## config.mk

```make
export PLATFORM = sky130hd
export DESIGN_NAME = piece_queue
export DESIGN_NICKNAME = d
export VERILOG_FILES = /design/src/rtl/piece_queue.sv
export SDC_FILE = /design/constraint.sdc
export NUM_CORES = 1
export LEC_CHECK = 0
export BUFFER_PORTS_ARGS = -buffer_cell sky130_fd_sc_hd__buf_2
export CAP_MARGIN = 40
export CORE_ASPECT_RATIO = 2
export CORE_MARGIN = 8
export CORE_UTILIZATION = 56
export DETAILED_ROUTE_END_ITERATION = 6
export GPL_TIMING_DRIVEN = 0
export PLACE_DENSITY_LB_ADDON = 0.25
export SYNTH_ARGS = -nofsm -noshare
export SYNTH_HDL_FRONTEND = slang
export SYNTH_SLANG_ARGS = --single-unit
```

## constraint.sdc

```tcl
create_clock -name clk -period 3.72 [get_ports clk]
set_input_delay 0.186 -clock clk [delete_from_list [all_inputs] [get_ports clk]]
set_output_delay 0.186 -clock clk [all_outputs]
set_load 0.02 [all_outputs]
```

## src/rtl/piece_queue.sv

```systemverilog
// piece_queue: LFSR-driven piece generator feeding a short FIFO whose head
// and look-ahead entries are exposed as registered outputs.
// Optional 7-bag mode (each type once per group of 7) is enabled by defining
// the macro PIECE_QUEUE_BAG_EN; the default build draws every candidate.
module piece_queue #(
  parameter int unsigned PREVIEW_DEPTH = 3,
  parameter logic [15:0] SEED          = 16'hACE1
) (
  input  logic                         clk,
  input  logic                         rst,
  input  logic                         seed_load,
  input  logic [15:0]                  seed,
  input  logic                         next_req,
  output logic [2:0]                   piece_out,
  output logic                         piece_valid,
  output logic [3*PREVIEW_DEPTH-1:0]   preview,
  output logic [PREVIEW_DEPTH-1:0]     preview_valid,
  output logic                         queue_full
);

  localparam int unsigned QD = PREVIEW_DEPTH + 1;
  localparam int unsigned CW = $clog2(QD + 1);
  localparam logic [CW-1:0] FULL_CNT = CW'(QD);

  // Architectural state
  logic [15:0]   r_lfsr;
  logic [2:0]    r_q [QD];
  logic [QD-1:0] r_v;
  logic [CW-1:0] r_cnt;
  logic          r_full;

  // Next-state values
  logic [15:0]   w_lfsr_nxt;
  logic [2:0]    w_q_nxt [QD];
  logic [QD-1:0] w_v_nxt;
  logic [CW-1:0] w_cnt_nxt;
  logic          w_full_nxt;

  // Per-cycle decisions
  logic [2:0]    w_cand;
  logic [2:0]    w_type;
  logic          w_accept;
  logic          w_pop;
  logic          w_push;
  logic [CW-1:0] w_wr_idx;
  logic          w_fb;

`ifdef PIECE_QUEUE_BAG_EN
  logic [6:0]    r_bag;
  logic [6:0]    w_bag_nxt;
  logic [6:0]    w_cand_bit;
  logic [6:0]    w_bag_set;
`endif

  // Candidate is the LFSR low bits before this cycle's step; decide acceptance
  always_comb begin
    w_cand = r_lfsr[2:0];
`ifdef PIECE_QUEUE_BAG_EN
    w_cand_bit = 7'd1 << w_cand;
    w_accept   = (w_cand != 3'd7) && ((r_bag & w_cand_bit) == 7'd0);
    w_type     = w_cand;
`else
    w_accept   = 1'b1;
    w_type     = (w_cand == 3'd7) ? 3'd0 : w_cand;
`endif
  end

  // Pop/push qualification; a reseed cycle suppresses both
  always_comb begin
    w_pop  = next_req && (r_cnt != '0) && !seed_load;
    w_push = w_accept && ((r_cnt != FULL_CNT) || w_pop) && !seed_load;
  end

  // LFSR next value: reseed (zero seed substituted) or Fibonacci step
  always_comb begin
    w_fb = r_lfsr[15] ^ r_lfsr[13] ^ r_lfsr[12] ^ r_lfsr[10];
    w_lfsr_nxt = {r_lfsr[14:0], w_fb};
    if (seed_load) begin
      w_lfsr_nxt = (seed == 16'd0) ? SEED : seed;
    end
  end

`ifdef PIECE_QUEUE_BAG_EN
  // Bag mask: mark pushed types, clear once all seven have been used
  always_comb begin
    w_bag_set = r_bag | w_cand_bit;
    w_bag_nxt = r_bag;
    if (seed_load) begin
      w_bag_nxt = 7'd0;
    end else if (w_push) begin
      w_bag_nxt = (w_bag_set == 7'h7F) ? 7'd0 : w_bag_set;
    end
  end
`endif

  // FIFO next contents: shift toward head on pop, write at tail on push
  always_comb begin
    w_q_nxt  = r_q;
    w_v_nxt  = r_v;
    w_wr_idx = r_cnt - CW'(w_pop);
    if (w_pop) begin
      for (int unsigned i = 0; i + 1 < QD; i++) begin
        w_q_nxt[i] = r_q[i+1];
        w_v_nxt[i] = r_v[i+1];
      end
      w_q_nxt[QD-1] = 3'd0;
      w_v_nxt[QD-1] = 1'b0;
    end
    if (w_push) begin
      for (int unsigned i = 0; i < QD; i++) begin
        if (CW'(i) == w_wr_idx) begin
          w_q_nxt[i] = w_type;
          w_v_nxt[i] = 1'b1;
        end
      end
    end
    if (seed_load) begin
      for (int unsigned i = 0; i < QD; i++) begin
        w_q_nxt[i] = 3'd0;
      end
      w_v_nxt = '0;
    end
  end

  // Occupancy and full flag
  always_comb begin
    w_cnt_nxt = r_cnt - CW'(w_pop) + CW'(w_push);
    if (seed_load) begin
      w_cnt_nxt = '0;
    end
    w_full_nxt = (w_cnt_nxt == FULL_CNT);
  end

  // State registers; reset discards the queue immediately
  always_ff @(posedge clk or posedge rst) begin
    if (rst) begin
      r_lfsr <= SEED;
      for (int unsigned i = 0; i < QD; i++) begin
        r_q[i] <= 3'd0;
      end
      r_v    <= '0;
      r_cnt  <= '0;
      r_full <= 1'b0;
    end else begin
      r_lfsr <= w_lfsr_nxt;
      r_q    <= w_q_nxt;
      r_v    <= w_v_nxt;
      r_cnt  <= w_cnt_nxt;
      r_full <= w_full_nxt;
    end
  end

`ifdef PIECE_QUEUE_BAG_EN
  // Bag mask register
  always_ff @(posedge clk or posedge rst) begin
    if (rst) begin
      r_bag <= 7'd0;
    end else begin
      r_bag <= w_bag_nxt;
    end
  end
`endif

  // Outputs are direct views of the queue flops
  assign piece_out   = r_q[0];
  assign piece_valid = r_v[0];
  assign queue_full  = r_full;

  for (genvar gi = 0; gi < int'(PREVIEW_DEPTH); gi++) begin : g_prev
    assign preview[3*gi +: 3] = r_q[gi+1];
    assign preview_valid[gi]  = r_v[gi+1];
  end

endmodule
```

==> results.md <==
- The capturing element type of the critical path is a register.
- The clock group share of total power is 29.4%.
- Clock latency on the worst-skew pair, taken at its later pin, is 0.29 ns.
- For this design, the sink count on the clock tree is 36.
- Net switching is 31.60% of the power.
- The last element of the critical path is piece_out[1].
- The number of placed instances, taps included, is 233.
- The worst register-to-register path begins at r_cnt[2].
- Once the floorplan was initialized, standard cells occupied 57.08% of the core.
- The share of synthesized area spent on multiplexers is 7.676%.
- The worst pin sits at a relative slew slack of 55.82%.
- The min-delay analysis places its worst path in the category in -> reg.
- In this run the biggest area consumer among cell types represents 39.80% of the synthesized area.
- The signal on the critical path passes through buf_2 > nor2_1 > nor4b_1 > ha_1 > inv_1 > a2111oi_4 > nand3_2 > mux2_1.
- The complex-gate fraction of the synthesized area is 19.12%.
- The Yosys step of the flow raised 0 warnings.
- After synthesis the cells add up to 0.001760 mm^2.
- The share of the clock period used by the worst path after layout is 64.53%.
- After synthesis, the netlist uses 36 different library cells.
- Max-cap violations in this run came to 0.
- In the final routed layout, each cell accounts on average for 16.69 um.
- After clock tree synthesis, the repair step resized 0 gates.
- Fill cells in the final layout number 240.
- Setup repair after global routing left no endpoint under its margin.
- The arrival time of the worst setup path is 2.57 ns.
- In the final layout, the share of cells above drive strength 1 is 31.28%.
- Clock-pin slew was measured on the worst setup and hold paths at 0.07 ns.
- The setup check on the worst reg-to-reg path leaves a slack of 1.32 ns.
- The slowest stage of the critical path belongs to the cell sky130_fd_sc_hd__a2111oi_4.
- The residual DRC count is 0.
- The number of buffers inserted by hold repair at cts is 1.
- The overall power is 1125 uW.
- The depth of the worst register-to-register path is 8.
- The flow ran to the end, and the final reports show no timing, DRC or antenna violations.
- In this run the worst setup path begins at r_cnt[2].
- The biggest area contributor in the post-synthesis netlist is sky130_fd_sc_hd__dfrtp_1.
- The leakage power total is 0.001040 uW.
- For the pin with the worst max-slew slack, the measured transition is 0.6619 ns.
- The required time reported for the critical path endpoint is 3.89 ns.
- TritonCTS built the clock tree.
- The first global-routing pass estimated 6.996 mm of wire.
- The tree is rooted in a sky130_fd_sc_hd__clkbuf_8.
- Relative to the synthesized area, the layout overhead comes to 20.40%.
- In this run the mean area of a mapped cell was 10.61 um^2.
- The upper clock frequency limit is 0.4166 GHz.
- The clock buffer count from CTS is 5.
- The total power per unit cell area is 530.8 mW/mm^2.
- The startpoint class of the critical path is a register.
- The share of total power in sequential cells is 43.1%.
- The site row count is 29.
- The core outline area is 0.003084 mm^2.
- The height of the die is 95.29 um.
- Among cell families on the critical path, the largest total delay comes from simple AND/OR/NAND/NOR gates.
- The port buffer count is 35.
- Across the whole layout, storage elements account for 910.9 um^2.
- The starting DRC count in detailed routing is 33.
- In this run the deepest clock path goes through 2 buffers.
- The HPWL after detailed placement is 3.023 mm.
- In this run the number of cells on the critical path is 8.
- The critical path is of the reg -> reg type.
- The endpoint identified for the worst register-to-register timing path is piece_out[1].
- The total routed wirelength is 4.039 mm.
- The multi-input combinational cells in the finished layout cover a total of 774.5 um^2.
- The gate count after technology mapping is 166.
- The congestion estimate from routability-driven global placement came to 0.7561.
- The combinational power share is 27.5%.
- The final number of max-transition violations is 0.
- The number of diodes added for antenna fixing is 0.
- The portion of the post-synthesis area used by sequential elements is 51.74%.
- The peak supply drop is 0.6446 mV.
- The largest clock skew in the final design is 0.008816 ns.
- The internal cell power is 769.5 uW.
- 37 I/O pins were placed.
- The combinational family with the most area after synthesis is compound AO/OA/AOI/OAI gates.
- By area the synthesized netlist is led by sky130_fd_sc_hd__dfrtp_1 (40%), sky130_fd_sc_hd__dfstp_2 (12%), sky130_fd_sc_hd__nand2_1 (6.4%), sky130_fd_sc_hd__a21oi_1 (4.0%), sky130_fd_sc_hd__mux2_1 (3.8%).
- Before antenna repair, the detailed router went through 4 iterations.
- The detail route stage leaves a number of antenna-violating nets equal to 0.
- Synthesis inferred 36 register bits.
- The critical-path maximum fanout is 9.
- The number of nets in the layout is 231.
- The number of buffers added for setup after CTS is 0.
- The number of setup violations in the final report is 0.
- The die covers 0.005302 mm^2.
- The per-cell via count in the routed design is 5.789.
- The initial antenna violation count is 0.
- The H-tree was split into 2 levels.
- The xor and xnor area share after synthesis is 3.483%.
- The finished layout holds 242 standard cells, fillers aside.
- The simple-gate share of the synthesized area is 13.01%.
- Of the total synthesized cell area, the portion taken by full adders, half adders and majority gates is 0.7107%.
- The number of global-route vias before repair was 1562.
- The net count after synthesis is 187.
- The all-layer global routing usage is 16.47%.
- The switching power summed over all nets is 355.6 uW.
- From left edge to right edge, the die measures 55.65 um.
- The setup TNS is 0 ns.
- The final global-route overflow total is 0.
- The count of endpoints failing hold in the final timing report is 0.
- The routed via count is 1401.
- The delay of the slowest cell on the worst path is 0.41 ns.
- The routed design could run at a clock period as short as 2.400 ns.
- In this run the most critical hold path is launched from seed[9].
- The number of buffers and inverters on the critical path is 2.
- Entering global routing, the biggest net connects 23 pins.
[worst register-to-register path: cells and delay by family (launching register included)]
| family | cells | cell delay [ns] |
|---|---|---|
| multiplexers | 1 | 0.35 |
| adder cells (fa/ha/maj) | 1 | 0.31 |
| flip-flops | 1 | 0.32 |
| buffers and inverters | 2 | 0.32 |
| AND/OR/NAND/NOR | 3 | 0.56 |
| AO/OA/AOI/OAI | 1 | 0.41 |
[cells in the mapped netlist]
| master | n |
|---|---|
| sky130_fd_sc_hd__a21oi_1 | 14 |
| sky130_fd_sc_hd__and3b_1 | 1 |
| sky130_fd_sc_hd__o21ai_0 | 4 |
| sky130_fd_sc_hd__nor2_1 | 3 |
| sky130_fd_sc_hd__nand3_2 | 2 |
| sky130_fd_sc_hd__xnor2_1 | 3 |
| sky130_fd_sc_hd__nand3_1 | 1 |
| sky130_fd_sc_hd__xor2_1 | 4 |
| sky130_fd_sc_hd__o2111a_1 | 1 |
| sky130_fd_sc_hd__dfrtp_1 | 28 |
| sky130_fd_sc_hd__o31ai_2 | 1 |
| sky130_fd_sc_hd__a41o_1 | 4 |
| sky130_fd_sc_hd__buf_4 | 1 |
| sky130_fd_sc_hd__o22a_1 | 7 |
| sky130_fd_sc_hd__a21boi_0 | 2 |
| sky130_fd_sc_hd__mux2_1 | 6 |
| sky130_fd_sc_hd__clkbuf_1 | 5 |
| sky130_fd_sc_hd__or2_2 | 1 |
| sky130_fd_sc_hd__nand2_1 | 30 |
| sky130_fd_sc_hd__inv_1 | 8 |
| sky130_fd_sc_hd__o2bb2ai_1 | 4 |
| sky130_fd_sc_hd__nor4b_1 | 1 |
| sky130_fd_sc_hd__nor2b_1 | 1 |
| sky130_fd_sc_hd__a2111oi_4 | 1 |
| sky130_fd_sc_hd__a211oi_1 | 1 |
| sky130_fd_sc_hd__nand2b_1 | 1 |
| sky130_fd_sc_hd__o31a_1 | 1 |
| sky130_fd_sc_hd__dfstp_2 | 8 |
| sky130_fd_sc_hd__clkinv_1 | 1 |
| sky130_fd_sc_hd__mux2_2 | 6 |
| sky130_fd_sc_hd__ha_1 | 1 |
| sky130_fd_sc_hd__nor4_1 | 4 |
| sky130_fd_sc_hd__and3_1 | 3 |
| sky130_fd_sc_hd__a31oi_1 | 3 |
| sky130_fd_sc_hd__buf_2 | 3 |
| sky130_fd_sc_hd__a211o_1 | 1 |
[stage by stage]
| step | instance area, um^2 | hold WS, ns | setup WS [ns] | utilization, % |
|---|---|---|---|---|
| CTS | 2120 | 0.1147 | 1.327 | 68.72 |
| global placement | 1974 | 0.4209 | 1.293 | 64.02 |
| global route | 2120 | 0.1142 | 1.118 | 68.72 |
| floorplan | 1760 | 0.3028 | 1.592 | - |
| detailed placement | 2002 | 0.3082 | 1.240 | 64.91 |
| finish | 2120 | 0.1214 | 1.320 | 68.72 |
[final cells by class]
class	count	area share [%]
Multi-Input combinational cell	112	36.54
Buffer	9	1.948
Clock inverter	2	1.653
Inverter	9	1.594
Clock buffer	6	3.424
Tap cell	31	1.830
Timing Repair Buffer	37	10.04
Sequential cell	36	42.98
[cells in the final DEF, fill, tap and decap left out, drive strengths merged, types with 7 or more instances in the layout]
| master | Yosys | layout |
|---|---|---|
| buf | 4 | 40 |
| o22a | 7 | 7 |
| inv | 8 | 8 |
| mux2 | 12 | 12 |
| clkbuf | 5 | 11 |
| dfrtp | 28 | 28 |
| dfstp | 8 | 8 |
| a21oi | 14 | 14 |
| nand2 | 30 | 30 |
[cell families after synthesis]
logic type / count (synthesis)
fa+ha+maj: 1
buf+inv: 18
flops: 36
compound gates: 44
xor+xnor: 7
mux: 12
simple gates: 48
[per-layer routing]
layer | share of wire, % | vias to the layer above | global-route usage (%)
li1 | - | 680 | -
met1 | 39 | 670 | 16.28
met2 | 52 | 35 | 28.76
met3 | 4.1 | 16 | 4.267
met4 | 4.3 | 0 | 12.40
met5 | 0 | - | 0
[registers in the layout (all words and copies together) (netlist names)]
name,flops
piece_out,3
preview,9
queue_full,1
r_cnt,3
r_lfsr,16
r_v,4
[worst min path at each step]
| stage | end | slack (ns) | cells after the start |
|---|---|---|---|
| final | r_lfsr[9] | 0.12 | 3 |
| after global routing | r_lfsr[9] | 0.11 | 3 |
| after CTS | r_lfsr[9] | 0.11 | 3 |
| after detailed placement | r_lfsr[12] | 0.31 | 2 |
| after global placement | r_lfsr[11] | 0.42 | 2 |
| after floorplan | r_lfsr[3] | 0.30 | 2 |
[power by group through the flow]
| stage | clock network [uW] | registers (uW) | logic (uW) |
|---|---|---|---|
| global route | 354 | 491 | 344 |
| CTS | 341 | 485 | 312 |
| detailed placement | 0 | 491 | 309 |
| finish | 331 | 485 | 310 |
| floorplan | 0 | 517 | 188 |
| global placement | 0 | 488 | 301 |
No activity file was read; power rests on OpenSTA's default activity.
